`config.mk`:
```
export PLATFORM = sky130hd
export DESIGN_NAME = booth_multiplier_flat
export DESIGN_NICKNAME = d
export VERILOG_FILES = /design/src/rtl/booth_multiplier_pkg.sv /design/src/rtl/booth_multiplier_if.sv /design/src/rtl/booth_multiplier_step.sv /design/src/rtl/booth_multiplier.sv /design/src/flat_wrapper.sv
export SDC_FILE = /design/constraint.sdc
export NUM_CORES = 1
export LEC_CHECK = 0
export BUFFER_PORTS_ARGS = -buffer_cell sky130_fd_sc_hd__buf_2
export CORE_AREA = 5 5 110 112
export DETAILED_ROUTE_END_ITERATION = 16
export DIE_AREA = 0 0 115 117
export GPL_TIMING_DRIVEN = 0
export PLACE_DENSITY = 0.62
export SETUP_SLACK_MARGIN = 0.3
export SLEW_MARGIN = 25
export SYNTH_ARGS = -nofsm -noshare
export SYNTH_HDL_FRONTEND = slang
export SYNTH_HIERARCHICAL = 1
export SYNTH_SLANG_ARGS = --single-unit
```
`constraint.sdc`:
```
create_clock -name clk -period 4.35 [get_ports clk]
set_input_delay 0.2175 -clock clk [delete_from_list [all_inputs] [get_ports clk]]
set_output_delay 0.2175 -clock clk [all_outputs]
set_load 0.02 [all_outputs]
```
`src/rtl/booth_multiplier_pkg.sv`:
```
// Shared definitions for the radix-2 Booth multiplier: default operand width,
// FSM state encoding and the Booth recoding decode helper.
package booth_multiplier_pkg;

    localparam int DEFAULT_WIDTH = 16;

    typedef enum logic [1:0] {
        ST_IDLE = 2'd0,
        ST_BUSY = 2'd1,
        ST_DONE = 2'd2
    } state_e;

    typedef enum logic [1:0] {
        OP_NOP = 2'd0,
        OP_ADD = 2'd1,
        OP_SUB = 2'd2
    } booth_op_e;

    // Radix-2 Booth recoding of the pair {Q0, Q(-1)}.
    function automatic booth_op_e booth_decode(input logic q0, input logic qm1);
        booth_op_e op;
        case ({q0, qm1})
            2'b01:   op = OP_ADD;
            2'b10:   op = OP_SUB;
            default: op = OP_NOP;
        endcase
        return op;
    endfunction

endpackage

```
`src/rtl/booth_multiplier_if.sv`:
```
// Operand/result bundle between a requester (master) and the multiplier (slave).
interface booth_multiplier_if #(
    parameter int WIDTH = 16
) ();

    logic                   en;
    logic [WIDTH-1:0]       A;
    logic [WIDTH-1:0]       B;
    logic [2*WIDTH-1:0]     Prod;
    logic                   done;

    modport master (
        output en,
        output A,
        output B,
        input  Prod,
        input  done
    );

    modport slave (
        input  en,
        input  A,
        input  B,
        output Prod,
        output done
    );

endinterface

```
`src/rtl/booth_multiplier_step.sv`:
```
// One radix-2 Booth iteration: conditional add/subtract of the multiplicand
// into the accumulator followed by an arithmetic right shift of
// {accumulator, Q, Q(-1)}. Purely combinational.
module booth_step
    import booth_multiplier_pkg::*;
#(
    parameter int WIDTH = DEFAULT_WIDTH
) (
    input  logic [WIDTH:0]   acc_i,
    input  logic [WIDTH-1:0] q_i,
    input  logic             qm1_i,
    input  logic [WIDTH-1:0] mcand_i,
    output logic [WIDTH:0]   acc_o,
    output logic [WIDTH-1:0] q_o,
    output logic             qm1_o
);

    logic [WIDTH:0] mcand_ext_s;
    logic [WIDTH:0] sum_s;
    booth_op_e      op_s;

    // Add/subtract the sign-extended multiplicand, then shift right by one.
    always_comb begin
        mcand_ext_s = {mcand_i[WIDTH-1], mcand_i};
        op_s        = booth_decode(q_i[0], qm1_i);
        case (op_s)
            OP_ADD:  sum_s = acc_i + mcand_ext_s;
            OP_SUB:  sum_s = acc_i - mcand_ext_s;
            default: sum_s = acc_i;
        endcase
        acc_o = {sum_s[WIDTH], sum_s[WIDTH:1]};
        q_o   = {sum_s[0], q_i[WIDTH-1:1]};
        qm1_o = q_i[0];
    end

endmodule

```
`src/rtl/booth_multiplier.sv`:
```
// Sequential signed multiplier using radix-2 Booth recoding, one multiplier
// bit per clock. Operands are captured on start so they may change while busy;
// the product and done flag are registered and Prod only moves on completion
// or reset.
module booth_multiplier
    import booth_multiplier_pkg::*;
#(
    parameter int WIDTH = DEFAULT_WIDTH
) (
    input  logic                 clk,
    input  logic                 rst_n,
    booth_multiplier_if.slave    bus
);

    localparam int CNT_W = (WIDTH > 1) ? $clog2(WIDTH) : 1;
    localparam logic [CNT_W-1:0] CNT_LAST = CNT_W'(WIDTH - 1);

    state_e             state_q;
    logic [WIDTH-1:0]   mcand_q;
    logic [WIDTH:0]     acc_q;
    logic [WIDTH-1:0]   q_q;
    logic               qm1_q;
    logic [CNT_W-1:0]   cnt_q;
    logic [2*WIDTH-1:0] prod_q;
    logic               done_q;

    logic [WIDTH:0]     acc_d;
    logic [WIDTH-1:0]   q_d;
    logic               qm1_d;

    booth_step #(
        .WIDTH (WIDTH)
    ) u_step (
        .acc_i   (acc_q),
        .q_i     (q_q),
        .qm1_i   (qm1_q),
        .mcand_i (mcand_q),
        .acc_o   (acc_d),
        .q_o     (q_d),
        .qm1_o   (qm1_d)
    );

    // Control FSM, iteration counter, datapath registers and registered outputs.
    always_ff @(posedge clk) begin
        if (!rst_n) begin
            state_q <= ST_IDLE;
            mcand_q <= '0;
            acc_q   <= '0;
            q_q     <= '0;
            qm1_q   <= 1'b0;
            cnt_q   <= '0;
            prod_q  <= '0;
            done_q  <= 1'b0;
        end else begin
            case (state_q)
                ST_IDLE: begin
                    if (bus.en) begin
                        mcand_q <= bus.A;
                        q_q     <= bus.B;
                        acc_q   <= '0;
                        qm1_q   <= 1'b0;
                        cnt_q   <= '0;
                        state_q <= ST_BUSY;
                    end else begin
                        state_q <= ST_IDLE;
                    end
                end
                ST_BUSY: begin
                    acc_q <= acc_d;
                    q_q   <= q_d;
                    qm1_q <= qm1_d;
                    if (cnt_q == CNT_LAST) begin
                        // Last iteration: the product is the freshly shifted value.
                        prod_q  <= {acc_d[WIDTH-1:0], q_d};
                        done_q  <= 1'b1;
                        state_q <= ST_DONE;
                    end else begin
                        cnt_q   <= cnt_q + CNT_W'(1);
                        state_q <= ST_BUSY;
                    end
                end
                ST_DONE: begin
                    // Hold the result until the requester drops en.
                    if (bus.en) begin
                        done_q  <= 1'b1;
                        state_q <= ST_DONE;
                    end else begin
                        done_q  <= 1'b0;
                        state_q <= ST_IDLE;
                    end
                end
                default: begin
                    done_q  <= 1'b0;
                    state_q <= ST_IDLE;
                end
            endcase
        end
    end

    assign bus.Prod = prod_q;
    assign bus.done = done_q;

endmodule

```
`src/flat_wrapper.sv`:
```
// flat-port wrapper written by rule: the top's interface ports become plain ports
module booth_multiplier_flat import booth_multiplier_pkg::*;
#(
    parameter int WIDTH = DEFAULT_WIDTH
)
  (clk, rst_n, bus_en, bus_A, bus_B, bus_Prod, bus_done);
  booth_multiplier_if #(.WIDTH(WIDTH)) bus_i ();
  input  logic clk;
  input  logic rst_n;
  input wire logic [$bits(bus_i.en)-1:0] bus_en;
  input wire logic [$bits(bus_i.A)-1:0] bus_A;
  input wire logic [$bits(bus_i.B)-1:0] bus_B;
  output wire logic [$bits(bus_i.Prod)-1:0] bus_Prod;
  output wire logic [$bits(bus_i.done)-1:0] bus_done;
  assign bus_i.en = bus_en;
  assign bus_i.A = bus_A;
  assign bus_i.B = bus_B;
  assign bus_Prod = bus_i.Prod;
  assign bus_done = bus_i.done;
  booth_multiplier #(.WIDTH(WIDTH)) u_core (.clk(clk), .rst_n(rst_n), .bus(bus_i));
endmodule
```
Word level (Yosys, flattened, before mapping)
Cells that the tools add are included.
Word-level totals
  input bits: 35
  output and inout port bits: 33
  bits in registers: 89
Operators by class
  muxes and demuxes: 18
  eq/ne operators: 10
  add/sub/neg operators: 3
  bitwise logic cells: 1
  reductions and logical operators: 7
Operators by type and width (number)
  17-bit case mux with 2 select lines: 2
  16-bit case mux with 2 select lines: 1
  17-bit adder: 1
  17-bit two-way mux: 1
  17-bit subtractor: 1
  16-bit two-way mux: 1
  4-bit two-way mux: 2
  4-bit case mux with 2 select lines: 1
  2-bit AND reduction: 4
  2-bit by 1-bit == test with 1-bit output, second input constant: 3
  2-bit == test, second input constant: 3
  2-bit case mux with 3 select lines: 1
  4-bit by 1-bit adder with 4-bit output, second input constant: 1
  4-bit == test, second input constant: 1
  1-bit two-way mux: 4
  2-bit two-way mux: 2
  2-bit inequality test, second input constant: 2
  2-bit case mux with 2 select lines: 1
  1-bit case mux with 3 select lines: 1
  3-bit AND reduction: 1
  2-bit logical NOT: 1
  2-bit by 1-bit inequality test with 1-bit output, second input constant: 1
  1-bit case mux with 2 select lines: 1
  2-bit nonzero test: 1
  1-bit inverter: 1

Longest topological paths before layout
Gate-level depths: netlist of run 1.
  depth in word-level cells: 5
  mapped depth: 17

Modules after synthesis
Netlist of run 1, hierarchy kept.
By module, submodules not included
  booth_multiplier: cells an instance 408, times used 1, area each 3535.9 um^2
  booth_step: cells an instance 227, times used 1, area each 1496.4 um^2

Worst setup path before layout of run 1
No wires, ideal clock.
  kind: register to register
  start: reg u_core.mcand_q[5]
  end: reg u_core.acc_q[16]
  stages on the path, launching flop included: 16
  path slack: 0.828 ns
  data arrival time: 3.450 ns
  cells stage by stage: dfxtp_1 > or4_4 > nor4_1 > a31oi_1 > xnor2_1 > ha_1 > clkbuf_1 > a21o_1 > a31oi_1 > a21boi_0 > o31a_1 > mux2i_1 > xnor2_1 > buf_4 > nand3_1 > a21oi_1
Between the ends
  longest elaborated chain between the ends: 3
Ends and longest elaborated chain
  start: declaration: line booth_multiplier.sv:19  | logic [WIDTH-1:0] mcand_q;
  start signal: assignment: line booth_multiplier.sv:58  | mcand_q <= bus.A;
  17-bit subtractor / 17-bit adder (equally long branches): line booth_multiplier_step.sv:28, booth_multiplier_step.sv:27
  17-bit case mux with 2 select lines (*): line booth_multiplier_step.sv:26  | case (op_s)
  named net u_core.acc_d[15]: line booth_multiplier.sv:27  | logic [WIDTH:0] acc_d;
  17-bit case mux with 2 select lines (*): line booth_multiplier.sv:55  | case (state_q)
  end signal: assignment: line booth_multiplier.sv:48  | acc_q <= '0;
  end signal: assignment: line booth_multiplier.sv:60  | acc_q <= '0;
  end signal: assignment: line booth_multiplier.sv:69  | acc_q <= acc_d;
  end: declaration: line booth_multiplier.sv:20  | logic [WIDTH:0] acc_q;
Mark *: on every way through the listed nets, which the timed path passes. The rest lies on a longest branch.
A chain may end at the register's enable or synchronous reset.

Final worst setup path of run 1
  start: reg u_core.q_q[0]
  end: reg u_core.acc_q[16]
Between the ends
  longest elaborated chain between the ends: 5
Ends and longest elaborated chain
  start: declaration: line booth_multiplier.sv:21  | logic [WIDTH-1:0] q_q;
  start signal: assignment: line booth_multiplier.sv:59  | q_q <= bus.B;
  start signal: assignment: line booth_multiplier.sv:70  | q_q <= q_d;
  2-bit == test / 2-bit by 1-bit == test with 1-bit output (equally long branches): line booth_multiplier_pkg.sv:22  | case ({q0, qm1})
  2-bit case mux with 2 select lines (*): line booth_multiplier_pkg.sv:22
  2-bit == test / 2-bit by 1-bit == test with 1-bit output (equally long branches): line booth_multiplier_step.sv:26
  17-bit case mux with 2 select lines (*): line booth_multiplier_step.sv:26
  named net u_core.acc_d[15]: line booth_multiplier.sv:27
  17-bit case mux with 2 select lines (*): line booth_multiplier.sv:55
Marks and branches as above.

==> flow_metrics.env, run 1 <==
export IMPL_status="finished, final reports clean"
export IMPL_seq_area_frac_synth_pct=35.4
export IMPL_slew_viol_final=0
export IMPL_slew_headroom_pct=52.8
export IMPL_yosys_area_share_simple_pct=20.8
export IMPL_pwr_share_seq_pct=39.5
export IMPL_row_count=39
export IMPL_power_switching_w=0.000681
export IMPL_cts_buffers=9
export IMPL_nNetsFinal=772
export IMPL_synth_area_leaders="dfxtp_1 (35%), nand2_1 (10%), a21oi_1 (8.6%)"
export IMPL_wirelength_um=13400
export IMPL_period_share_pct=87.2
export IMPL_grt_use_total_pct=20.4
export IMPL_internal_power_w=0.00153
export IMPL_core_um2=11100
export IMPL_grt_max_degree=16
export IMPL_synthArstFlopShare_pct=0
export IMPL_grt_antenna_before_repair=0
export IMPL_die_width_um=115
export IMPL_path_depth=15
export IMPL_ant_nets=0
export IMPL_switching_share_pct=30.9
export IMPL_synth_commonest_cells="nand2_1 (140), dfxtp_1 (89), a21oi_1 (86)"
export IMPL_ios=68
export IMPL_worst_pin_slew_ns=0.708
export IMPL_worstSkewPairLatency_ns=0.34
export IMPL_drt_iter0_markers=259
export IMPL_firstDrtPassIters=5
export IMPL_synth_edf_count=0
export IMPL_grt_setup_unrepaired="no"
export IMPL_crit_buf_inv=3
export IMPL_r2r_end="u_core/acc_q[16]$_SDFFE_PN0P_"
export IMPL_cp_arrival_ns=4.06
export IMPL_ir_drop_mv=0.184
export IMPL_synth_xor_area_share_pct=4.18
export IMPL_initial_core_util_pct=45.2
export IMPL_fmax_mhz=264
export IMPL_ctsResizeCount=2
export IMPL_setup_tns_ns=0
export IMPL_worstRegToRegCells=15
export IMPL_hold_path_class="input port to register"
export IMPL_yosys_cell_types_count=55
export IMPL_grt_pass1_wl_um=22000
export IMPL_grt_overflow=0
export IMPL_syn_area_per_cell_um2=7.92
export IMPL_synth_compound_area_share_pct=21.5
export IMPL_synthMuxAreaShare_pct=3.80
export IMPL_port_buffers=67
export IMPL_start_kind="register"
export IMPL_hold_viol_final=0
export IMPL_startpoint="u_core/q_q[0]$_SDFFE_PN0P_"
export IMPL_end_kind="register"
export IMPL_dieArea_um2=13500
export IMPL_gp_congestion=0.862
export IMPL_crit_path_end="u_core/acc_q[16]$_SDFFE_PN0P_"
export IMPL_wire_per_inst_um=15.5
export IMPL_clockBufferDepth=2
export IMPL_antennaDiodeCount=0
export IMPL_cp_top_family="compound AO/OA/AOI/OAI gates"
export IMPL_grt_pass1_vias=4545
export IMPL_crit_chain="ha_1, clkbuf_1, clkbuf_2, nor2_1, xnor2_1, ha_1, a211o_1, and2_1, o21ai_1, o31a_1, mux2i_1, xnor2_1, buf_4, nand3_1, a21oi_1"
export IMPL_htree_levels=3
export IMPL_final_area_um2=5870
export IMPL_critPathSlowestCell="dfxtp_1"
export IMPL_p_leak_nw=2.37
export IMPL_die_h_um=117
export IMPL_r2r_slack_ns=0.56
export IMPL_drive_above_1_share_pct=20.8
export IMPL_synthAdderAreaFrac_pct=6.12
export IMPL_cpPeakStageDelay_ns=0.39
export IMPL_cp_max_fo=10
export IMPL_ys_flop_type="dfxtp_1"
export IMPL_detailed_place_hpwl_um=10100
export IMPL_cts_hold_buf=0
export IMPL_yosysMostFrequentCell="nand2_1"
export IMPL_fillCellCount=1087
export IMPL_routed_via_count=4643
export IMPL_synth_top_area_share_pct=35.4
export IMPL_p_comb_share_pct=24.6
export IMPL_syn_inst=635
export IMPL_vias_per_cell=5.40
export IMPL_area_growth_synth_to_final_pct=16.6
export IMPL_synth_top_family_by_area="compound AO/OA/AOI/OAI gates"
export IMPL_placed_cell_area_um2=5550
export IMPL_post_route_drc_count=0
export IMPL_cts_clk_slew_worst_paths_ns=0.06
export IMPL_synthesis_area_um2=5030
export IMPL_synth_seq_cells=89
export IMPL_clkSinkCount=89
export IMPL_synth_top_cell_by_area="dfxtp_1"
export IMPL_cts_tree="yes"
export IMPL_fin_skew_ns=0.00522
export IMPL_cts_root_buf="clkbuf_16"
export IMPL_power_density_nw_per_um2=376
export IMPL_worstSetupPathType="register to register"
export IMPL_crit_required_ns=4.61
export IMPL_finalSetupViolCount=0
export IMPL_pwr_share_clk_pct=36.0
export IMPL_yosysWarnings=6
export IMPL_cts_setup_buffers=0
export IMPL_cap_violations=0
export IMPL_period_needed_ns=3.79
export IMPL_r2r_start="u_core/q_q[0]$_SDFFE_PN0P_"
export IMPL_syn_nets=694
-- sequential cells by signal (all words and copies together), names as in the netlist --
| signal | count |
|---|---|
| u_core/acc_q | 17 |
| u_core/bus.Prod | 32 |
| u_core/mcand_q | 16 |
| u_core/q_q | 16 |
| u_core/bus.done | 1 |
| u_core/cnt_q | 4 |
| u_core/qm1_q | 1 |
| u_core/state_q | 2 |
-- cell families (layout without fill, tap and decap cells) --
group                    Yosys count  in the layout
multiplexers                      19             19
AND/OR/NAND/NOR                  238            238
flip-flops                        89             89
buffers and inverters             72            154
adder cells (fa/ha/maj)           24             24
XOR/XNOR                          24             24
AO/OA/AOI/OAI                    169            169
-- power by group through the flow --
stage | Combinational [W] | Sequential [W] | Clock, W
2_1_floorplan | 0.000405 | 0.000881 | 0
3_3_place_gp | 0.000519 | 0.000887 | 0
3_5_place_dp | 0.000528 | 0.000888 | 0
4_1_cts | 0.000533 | 0.000870 | 0.000811
5_1_grt | 0.000594 | 0.000874 | 0.000844
6_report | 0.000542 | 0.000871 | 0.000794
-- worst min-delay path: cells and delay by family --
family | cells | cell delay [ns]
AND/OR/NAND/NOR | 1 | 0.04
buffers and inverters | 1 | 0.09
AO/OA/AOI/OAI | 1 | 0.05
-- cell usage in the layout (no fill, tap or decap), types with 3 or more instances in the layout --
cell and instances:
a211oi_1 5, a211oi_2 14, a21o_1 5, a21oi_1 86, a21oi_2 3, a31oi_1 8, and2_1 3, buf_1 4
buf_2 75, buf_4 24, buf_6 6, clkbuf_1 12, clkbuf_16 9, dfxtp_1 89, ha_1 23, inv_1 16
mux2i_1 18, nand2_1 140, nand2b_1 5, nand3_1 23, nand4_1 5, nor2_1 36, nor3_1 9, o21a_1 4
o21ai_0 23, o31ai_1 4, xnor2_1 18, xor2_1 6
-- worst min-delay path by stage --
stage,from,end,slack [ns],cells past startpoint
3_3_place_gp,u_core/qm1_q$_SDFFE_PN0P_,u_core/qm1_q$_SDFFE_PN0P_,0.44,2
5_1_grt,bus_A[14],u_core/mcand_q[14]$_SDFFE_PN0P_,0.12,3
4_1_cts,bus_A[5],u_core/mcand_q[5]$_SDFFE_PN0P_,0.11,3
6_report,bus_A[0],u_core/mcand_q[0]$_SDFFE_PN0P_,0.11,3
3_5_place_dp,u_core/bus.Prod[29]$_SDFFE_PN0P_,u_core/bus.Prod[29]$_SDFFE_PN0P_,0.44,2
2_1_floorplan,rst_n,u_core/cnt_q[0]$_SDFFE_PN0P_,0.35,1
-- cell type report --
cell class	instances	area, um^2	area share, %
buffer	55	353	6.02
clock buffer	10	239	4.07
clock inverter	5	63.8	1.09
inverter	17	63.8	1.09
multi-input combinational	474	2850	48.6
sequential	89	1780	30.4
tap	143	179	3.05
timing repair buffer	67	335	5.72
-- metrics by stage --
step                std cells  setup WS (ns)  hold WS (ns)  total power [W]  util, %
CTS                       860          0.447         0.107          0.00221     52.6
finish                    860          0.558         0.111          0.00221     52.7
global route              860          0.352         0.119          0.00231     52.7
global placement          845          0.310         0.439          0.00141     49.9
detailed placement        845          0.265         0.445          0.00142     49.9
floorplan                 635          0.828         0.351          0.00129        -
-- layer usage --
metal / vias to the layer above / part of all wire (%) / track usage [%]
li1: 2326 / - / -
met1: 2182 / 49 / 28.1
met5: - / 0 / 0
met4: 0 / 1.3 / 6.89
met2: 123 / 45 / 32.9
met3: 12 / 4.6 / 2.98
(Power assumes the default switching activity.)
==> run 2, diff against run 1 <==
--- a/config.mk
+++ b/config.mk
@@ -11,6 +11,7 @@
 export DIE_AREA = 0 0 115 117
 export GPL_TIMING_DRIVEN = 0
 export PLACE_DENSITY = 0.62
+export RECOVER_POWER = 50
 export SETUP_SLACK_MARGIN = 0.3
 export SLEW_MARGIN = 25
 export SYNTH_ARGS = -nofsm -noshare
==> flow_metrics.env, run 2 (same netlist as run 1, synthesis figures left out) <==
export IMPL_status="finished, final reports clean"
export IMPL_worstRegToRegCells=14
export IMPL_largest_reg_flops=32
export IMPL_firstDrtPassIters=5
export IMPL_grt_overflow=0
export IMPL_cp_max_fo=10
export IMPL_htree_levels=3
export IMPL_final_cell_mix="nand2_1 (141), dfxtp_1 (89), a21oi_1 (86)"
export IMPL_finalSetupViolCount=0
export IMPL_r2r_end="u_core/acc_q[13]$_SDFFE_PN0P_"
export IMPL_grt_antenna_before_repair=0
export IMPL_worstSkewPairLatency_ns=0.34
export IMPL_clockBufferDepth=2
export IMPL_setup_tns_ns=0
export IMPL_period_needed_ns=3.82
export IMPL_vias_per_cell=5.37
export IMPL_grt_use_total_pct=20.4
export IMPL_fillCellCount=1108
export IMPL_holdPathEnd="u_core/mcand_q[0]$_SDFFE_PN0P_"
export IMPL_min_from="bus_A[0]"
export IMPL_wl_met1_um=6470
export IMPL_routed_via_count=4618
export IMPL_crit_chain="ha_1, clkbuf_1, clkbuf_2, nor2_1, xnor2_1, ha_1, a211o_1, a21oi_1, o21ai_0, o31ai_1, xor2_1, o21ai_0, nand3_1, a21oi_1"
export IMPL_ant_nets=0
export IMPL_end_kind="register"
export IMPL_p_leak_nw=2.18
export IMPL_totalPowerFinal_w=0.00220
export IMPL_r2r_slack_ns=0.53
export IMPL_die_width_um=115
export IMPL_grt_max_degree=16
export IMPL_finalWorstSetupSlack_ns=0.526
export IMPL_period_share_pct=87.9
export IMPL_post_route_drc_count=0
export IMPL_dieArea_um2=13500
export IMPL_cp_top_family="compound AO/OA/AOI/OAI gates"
export IMPL_ir_drop_mv=0.184
export IMPL_cts_buffers=9
export IMPL_fmax_mhz=261
export IMPL_hold_path_class="input port to register"
export IMPL_grt_pass1_wl_um=22000
export IMPL_port_buffers=67
export IMPL_grt_pass1_vias=4545
export IMPL_hold_viol_final=0
export IMPL_antennaDiodeCount=0
export IMPL_die_h_um=117
export IMPL_start_kind="register"
export IMPL_cts_clk_slew_worst_paths_ns=0.07
export IMPL_initial_core_util_pct=45.2
export IMPL_final_common_cell="nand2_1"
export IMPL_ios=68
export IMPL_top_layer_used="met4"
export IMPL_gp_congestion=0.862
export IMPL_fin_skew_ns=0.00744
export IMPL_met3WireLength_um=719
export IMPL_r2r_start="u_core/q_q[0]$_SDFFE_PN0P_"
export IMPL_area_growth_synth_to_final_pct=14.4
export IMPL_wirelength_um=13400
export IMPL_dp_worst_setup_slack_ns=0.265
export IMPL_nNetsFinal=772
export IMPL_wire_per_inst_um=15.6
export IMPL_drive_above_1_share_pct=14.1
export IMPL_crit_required_ns=4.61
export IMPL_grt_setup_unrepaired="no"
export IMPL_cts_root_buf="clkbuf_16"
export IMPL_detailed_place_hpwl_um=10100
export IMPL_slew_viol_final=0
export IMPL_worstSetupPathType="register to register"
export IMPL_slew_headroom_pct=5.96
export IMPL_worst_pin_slew_ns=1.40
export IMPL_row_count=39
export IMPL_core_um2=11100
export IMPL_met2_length_um=6000
export IMPL_crit_buf_inv=2
export IMPL_drt_iter0_markers=258
export IMPL_clkSinkCount=89
export IMPL_cp_arrival_ns=4.09
export IMPL_cts_tree="yes"
export IMPL_worstHoldPathCells=3
export IMPL_critPathSlowestCell="dfxtp_1"
export IMPL_cap_violations=0
export IMPL_power_density_nw_per_um2=382
export IMPL_cpPeakStageDelay_ns=0.39
export IMPL_fin_util_pct=51.8
==> run 2: cell types whose count changed in the layout (fill, tap and decap cells not counted), sizes merged <==
cell    change
buf        -42
clkbuf     +42
==> run 2: layout make-up <==
| cell class | count | area (um^2) | area share (%) |
|---|---|---|---|
| clock inverters | 5 | 63.8 | 1.11 |
| plain buffers | 55 | 319 | 5.54 |
| flip-flops and latches | 89 | 1780 | 30.9 |
| inverters | 17 | 63.8 | 1.11 |
| repair buffers | 67 | 294 | 5.11 |
| clock buffers | 10 | 239 | 4.15 |
| multi-input cells | 474 | 2820 | 48.9 |
| well taps | 143 | 179 | 3.11 |
==> run 2: power by group <==
| group | leakage [nW] | switching [W] | internal (W) |
|---|---|---|---|
| clock | 0.146 | 0.000334 | 0.000463 |
| sequential | 0.724 | 0.0000263 | 0.000844 |
| combinational | 1.31 | 0.000322 | 0.000212 |
==> run 2: how the worst max path moves through the flow <==
stage | slack (ns) | cells past startpoint | startpoint | end
2_1_floorplan | 0.83 | 15 | u_core/mcand_q[5]$_SDFFE_PN0P_ | u_core/acc_q[16]$_SDFFE_PN0P_
3_3_place_gp | 0.31 | 15 | u_core/mcand_q[5]$_SDFFE_PN0P_ | u_core/acc_q[16]$_SDFFE_PN0P_
3_5_place_dp | 0.27 | 15 | u_core/mcand_q[5]$_SDFFE_PN0P_ | u_core/acc_q[16]$_SDFFE_PN0P_
4_1_cts | 0.45 | 15 | u_core/q_q[0]$_SDFFE_PN0P_ | u_core/acc_q[16]$_SDFFE_PN0P_
5_1_grt | 0.35 | 14 | u_core/q_q[0]$_SDFFE_PN0P_ | u_core/acc_q[13]$_SDFFE_PN0P_
6_report | 0.53 | 14 | u_core/q_q[0]$_SDFFE_PN0P_ | u_core/acc_q[13]$_SDFFE_PN0P_
==> run 2: routing by layer <==
layer,vias up,GRT usage [%]
li1,2327,-
met1,2144,28.1
met2,133,32.9
met3,14,2.98
met4,0,6.89
met5,-,0
==> run 2: tightest hold or removal path: stages <==
cell	delay, ns
buf_2	0.10
nand2_1	0.04
a21oi_1	0.05
==> run 2: what timing repair did <==
action,4_1_cts,5_1_grt
hold buffers,0,0
setup buffers,0,0
pin swaps,0,0
resized for setup,2,3
endpoints found under the setup margin,2,5
==> run 2: stage by stage <==
step | hold slack [ns] | cells | cell area, um^2
final | 0.111 | 860 | 5760
after global routing | 0.119 | 860 | 5760
after CTS | 0.107 | 860 | 5860
after detailed placement | 0.445 | 845 | 5550
after global placement | 0.439 | 845 | 5550
after floorplan | 0.351 | 635 | 5030
